<file path="config.mk">
export PLATFORM = sky130hd
export DESIGN_NAME = alu_operand_sequencer
export DESIGN_NICKNAME = d
export VERILOG_FILES = /design/src/rtl/alu_pkg.sv /design/src/rtl/edge_detect.sv /design/src/rtl/alu_operand_sequencer.sv
export SDC_FILE = /design/constraint.sdc
export NUM_CORES = 1
export LEC_CHECK = 0
export CAP_MARGIN = 20
export CORE_ASPECT_RATIO = 1.4
export CORE_MARGIN = 3
export CORE_UTILIZATION = 45
export CTS_CLUSTER_SIZE = 10
export DETAILED_ROUTE_END_ITERATION = 12
export PLACE_DENSITY = 0.79
export SYNTH_ARGS = -nofsm -noshare
export SYNTH_HDL_FRONTEND = slang
export SYNTH_SLANG_ARGS = --single-unit
</file>
<file path="constraint.sdc">
create_clock -name clk -period 1.95 [get_ports clk]
set_input_delay 0.39 -clock clk [delete_from_list [all_inputs] [get_ports clk]]
set_output_delay 0.39 -clock clk [all_outputs]
set_load 0.005 [all_outputs]
</file>
<file path="src/rtl/alu_pkg.sv">
// Shared op codes and sequencer state encoding for the lab-board ALU.
// Imported by the operand sequencer and the ALU itself.
package alu_pkg;

  localparam logic [3:0] OP_AND = 4'd0;
  localparam logic [3:0] OP_OR  = 4'd1;
  localparam logic [3:0] OP_XOR = 4'd2;
  localparam logic [3:0] OP_ADD = 4'd4;
  localparam logic [3:0] OP_SUB = 4'd5;

  typedef enum logic [2:0] {
    S_A    = 3'd0,
    S_B    = 3'd1,
    S_OP   = 3'd2,
    S_EXEC = 3'd3,
    S_SHOW = 3'd4
  } seq_state_e;

  function automatic logic is_legal_op(
    input logic [3:0] op
  );
    case (op)
      OP_AND, OP_OR, OP_XOR,
      OP_ADD, OP_SUB: return 1'b1;
      default:        return 1'b0;
    endcase
  endfunction

endpackage

</file>
<file path="src/rtl/edge_detect.sv">
// Single-bit rising-edge pulse generator.
// A level held high yields one pulse.
module edge_detect (
  input  logic clk,
  input  logic rst_n,
  input  logic d,
  output logic pulse
);

  logic prev_q;

  always_ff @(posedge clk or negedge rst_n) begin
    if (!rst_n) prev_q <= 1'b0;
    else        prev_q <= d;
  end

  assign pulse = d & ~prev_q;

endmodule

</file>
<file path="src/rtl/alu_operand_sequencer.sv">
// Collects A, B and op code from switches, drives the ALU,
// and latches result/flags for display.
module alu_operand_sequencer
  import alu_pkg::*;
#(
  parameter int N     = 3,
  parameter int CNT_W = 8
) (
  input  logic             clk,
  input  logic             rst_n,
  input  logic [N-1:0]     sw,
  input  logic [3:0]       op_sw,
  input  logic             btn_next,
  input  logic             btn_clear,
  output logic [N-1:0]     alu_a,
  output logic [N-1:0]     alu_b,
  output logic [3:0]       alu_ctrl,
  input  logic [N-1:0]     alu_result,
  input  logic             alu_n,
  input  logic             alu_z,
  input  logic             alu_c,
  input  logic             alu_v,
  output logic [N-1:0]     res_q,
  output logic [3:0]       flags_q,
  output logic [N-1:0]     disp_value,
  output logic [2:0]       state_q,
  output logic             valid,
  output logic             op_err,
  output logic             done,
  output logic [CNT_W-1:0] op_count
);

  seq_state_e   st_q;
  logic [N-1:0] a_q;
  logic [N-1:0] b_q;
  logic [3:0]   op_q;
  logic         next_evt;

  edge_detect u_next (
    .clk   (clk),
    .rst_n (rst_n),
    .d     (btn_next),
    .pulse (next_evt)
  );

  always_ff @(posedge clk or negedge rst_n) begin
    if (!rst_n) begin
      st_q     <= S_A;
      a_q      <= '0;
      b_q      <= '0;
      op_q     <= '0;
      res_q    <= '0;
      flags_q  <= '0;
      valid    <= 1'b0;
      op_err   <= 1'b0;
      done     <= 1'b0;
      op_count <= '0;
    end else begin
      done <= 1'b0;
      if (btn_clear) begin
        st_q    <= S_A;
        a_q     <= '0;
        b_q     <= '0;
        op_q    <= '0;
        res_q   <= '0;
        flags_q <= '0;
        valid   <= 1'b0;
        op_err  <= 1'b0;
      end else begin
        unique case (st_q)
          S_A: if (next_evt) begin
            a_q  <= sw;
            st_q <= S_B;
          end
          S_B: if (next_evt) begin
            b_q  <= sw;
            st_q <= S_OP;
          end
          S_OP: if (next_evt) begin
            op_q <= op_sw;
            if (is_legal_op(op_sw)) begin
              st_q <= S_EXEC;
            end else begin
              op_err <= 1'b1;
              valid  <= 1'b0;
              st_q   <= S_SHOW;
            end
          end
          // operands have been stable on the ALU for this whole cycle
          S_EXEC: begin
            res_q    <= alu_result;
            flags_q  <= {alu_n, alu_z, alu_c, alu_v};
            valid    <= 1'b1;
            op_err   <= 1'b0;
            done     <= 1'b1;
            op_count <= op_count + CNT_W'(1);
            st_q     <= S_SHOW;
          end
          S_SHOW: if (next_evt) begin
            valid <= 1'b0;
            st_q  <= S_A;
          end
          default: st_q <= S_A;
        endcase
      end
    end
  end

  assign alu_a    = a_q;
  assign alu_b    = b_q;
  assign alu_ctrl = op_q;
  assign state_q  = st_q;

  always_comb begin
    disp_value = '0;
    unique case (st_q)
      S_A, S_B:       disp_value = sw;
      S_OP:           disp_value = a_q;
      S_EXEC, S_SHOW: disp_value = op_err ? '0 : res_q;
      default:        disp_value = '0;
    endcase
  end

endmodule

</file>
==> impl_metrics.env <==
export IMPL_worst_path_largest_cell_delay_ns=0.42
export IMPL_drc=0
export IMPL_crit_reg2reg_launch="state_q[1]"
export IMPL_reg2regPathDepth=5
export IMPL_synth_cell_types=39
export IMPL_violations="setup timing"
export IMPL_grt_busiest_layer="met2"
export IMPL_cts_clk_slew_worst_paths_ns=0.07
export IMPL_n_antenna_cell=0
export IMPL_viasPerCell=5.320
export IMPL_final_cell_mix="clkdlybuf4s50_1, dfrtp_1, nand2_1, buf_4, a21oi_1"
export IMPL_syn2layout_area_growth_pct=50.54
export IMPL_wirelength_um=3854
export IMPL_critPathBufInv=3
export IMPL_start_util=0.4768
export IMPL_synthTopCellsByArea="dfrtp_1, nand2_1, a21oi_1"
export IMPL_synth_area_sq_mm=0.001518
export IMPL_nNetsFinal=232
export IMPL_drt_iter0_markers=41
export IMPL_firstDrtPassIters=4
export IMPL_grt_overflow_total=0
export IMPL_holdBufCountCts=0
export IMPL_vias=1346
export IMPL_die_width_um=55.08
export IMPL_clock_path_buffers=2
export IMPL_tightest_slew_ns=0.4063
export IMPL_critical_path_peak_fanout=3
export IMPL_clk_latency_ns=0.28
export IMPL_cts_sinks=32
export IMPL_min_period_over_period=1.012
export IMPL_post_route_util=0.7178
export IMPL_dp_hpwl_um=2769
export IMPL_hp_class="register to register"
export IMPL_hold_depth=1
export IMPL_setup_viol=3
export IMPL_fin_ws_ns=-0.02403
export IMPL_syn_inst=145
export IMPL_die_height_um=74.72
export IMPL_synth_yosys_seq_area_share=0.5276
export IMPL_synth_top_cell_area_share=0.5276
export IMPL_boundaryPins=52
export IMPL_r2r_end="alu_b[2]"
export IMPL_outcome="complete, but fails checks"
export IMPL_wire_per_inst_um=15.23
export IMPL_cp_top_family="flip-flops"
export IMPL_rrSetupSlack_ns=0.26
export IMPL_num_rows=24
export IMPL_required_ns=1.56
export IMPL_finalMaxSlewViolations=0
export IMPL_yosysWarningCount=0
export IMPL_grt_pass1_vias=1411
export IMPL_antenna_found_initial=0
export IMPL_worstHoldStart="op_count[7]"
export IMPL_drive_gt1_frac=0.1963
export IMPL_clock_skew_ns=0.004748
export IMPL_met3_usage=0.07921
export IMPL_path_cells="buf_6 > nor3b_4 > buf_4 > a22o_1 > a21o_1 > buf_2"
export IMPL_max_freq_mhz=506.6
export IMPL_ys_flop_type="dfrtp_1"
export IMPL_cpMaxStageDelayCell="dfrtp_1"
export IMPL_cts_buffers=5
export IMPL_ir_drop_uv=608.6
export IMPL_grt_pass1_wl_um=6189
export IMPL_synth_seq_cells=32
export IMPL_yosys_area_top_type="dfrtp_1"
export IMPL_dieArea_sq_mm=0.004115
export IMPL_cts_tree="built"
export IMPL_htreeDepth=2
export IMPL_met1_usage=0.2265
export IMPL_fin_crit_ns=1.974
export IMPL_gp_congestion=0.7597
export IMPL_met2_usage=0.3658
export IMPL_critical_path_class="register to output pin"
export IMPL_p_leak_uw=0.001043
export IMPL_core_sq_mm=0.003183
export IMPL_p_per_area_mw_per_mm2=642.6
export IMPL_grt_max_degree=33
export IMPL_grtUsageTotal=0.2089
export IMPL_crit_path_start_kind="register"
export IMPL_hold_end="op_count[7]"
export IMPL_final_common_cell="clkdlybuf4s50_1"
export IMPL_cts_root_buf="clkbuf_8"
export IMPL_postRouteAntennaNets=0
export IMPL_async_reset_ff_frac=1.000
export IMPL_io_buffers=51
export IMPL_syn_area_per_cell_sq_um=10.47
export IMPL_end_kind="output pin"
export IMPL_holdWs_ns=0.4804
export IMPL_hold_viol=0
export IMPL_synth_edf_count=0
export IMPL_cap_violations=0
export IMPL_slew_headroom=0.7291
export IMPL_rsz0062_at_grt="true"
export IMPL_syn_num_nets=164
export IMPL_arrival_ns=1.58
[synthesized netlist by cell type, types with 2 or more instances]
cell type and number:
nand2b_1 3, a21o_1 3, nand2_1 23, buf_6 3, xnor2_1 6, a21oi_1 14
nor2_1 8, mux2i_1 6, nor3_1 2, clkbuf_1 4, nand3b_1 2, buf_2 3
nand3_1 4, nand4_1 3, dfrtp_1 32, o21ai_0 3, nor2b_1 2, a22o_1 3
[power breakdown]
part	switching, uW	leakage [uW]	internal, uW
clock network	238	0.0000552	379
logic	70.8	0.000546	93.6
registers	11.0	0.000442	676
[worst max path at each step]
stage,endpoint,depth (start not counted),startpoint,slack (ns)
global route,disp_value[2],6,state_q[1],-0.08
CTS,disp_value[2],6,state_q[1],-0.04
global placement,disp_value[2],5,state_q[2],-0.06
floorplan,disp_value[0],5,state_q[1],0.29
detailed placement,disp_value[2],5,state_q[2],-0.11
finish,disp_value[2],6,state_q[1],-0.02
[kinds of logic (layout without fill, tap and decap cells)]
group / Yosys count / in the layout / synth area share
AO/OA/AOI/OAI: 29 / 29 / 0.1204
multiplexers: 7 / 7 / 0.04699
buffers and inverters: 12 / 81 / 0.04946
AND/OR/NAND/NOR: 57 / 57 / 0.2069
flip-flops: 32 / 32 / 0.5276
XOR/XNOR: 7 / 7 / 0.04040
adder cells (fa/ha/maj): 1 / 1 / 0.008243
[registers in the layout (all words and copies together) (netlist names)]
register       cells
op_count           8
alu_ctrl           4
flags_q            4
alu_a              3
alu_b              3
res_q              3
state_q            3
done               1
op_err             1
u_next.prev_q      1
valid              1
[through the flow]
| stage | total power (uW) | setup slack [ns] | TNS [ns] | cells | area [sq um] |
|---|---|---|---|---|---|
| finish | 1468 | -0.02403 | -0.04694 | 253 | 2285 |
| global route | 1529 | -0.07960 | -0.2244 | 253 | 2285 |
| CTS | 1481 | -0.03986 | -0.03986 | 252 | 2277 |
| detailed placement | 861.2 | -0.1108 | -0.2783 | 241 | 2133 |
| global placement | 856.2 | -0.05991 | -0.1674 | 241 | 2133 |
| floorplan | 758.8 | 0.2863 | 0 | 145 | 1518 |
[layer usage]
layer | part of all wire | routed length [um]
met5 | 0 | 0
met4 | 0.011 | 42
met3 | 0.076 | 294
met2 | 0.54 | 2067
met1 | 0.38 | 1450
[cell type report]
| cell class | instances | area [sq um] |
|---|---|---|
| multi-input combinational | 101 | 663.1 |
| fill | 248 | 898.4 |
| inverter | 1 | 3.754 |
| tap | 39 | 48.80 |
| timing repair buffer | 72 | 660.6 |
| sequential | 32 | 800.8 |
| clock buffer | 6 | 72.57 |
| clock inverter | 2 | 35.03 |
[what timing repair did]
action | in CTS | in global routing
setup endpoints to repair | 3 | 2
buffers inserted | 3 | 1
hold endpoints to repair | 0 | 0
pin swaps | 7 | 2
resized for setup | 19 | 0
gates cloned | 0 | 0
No activity file was read; power rests on OpenSTA's default activity.
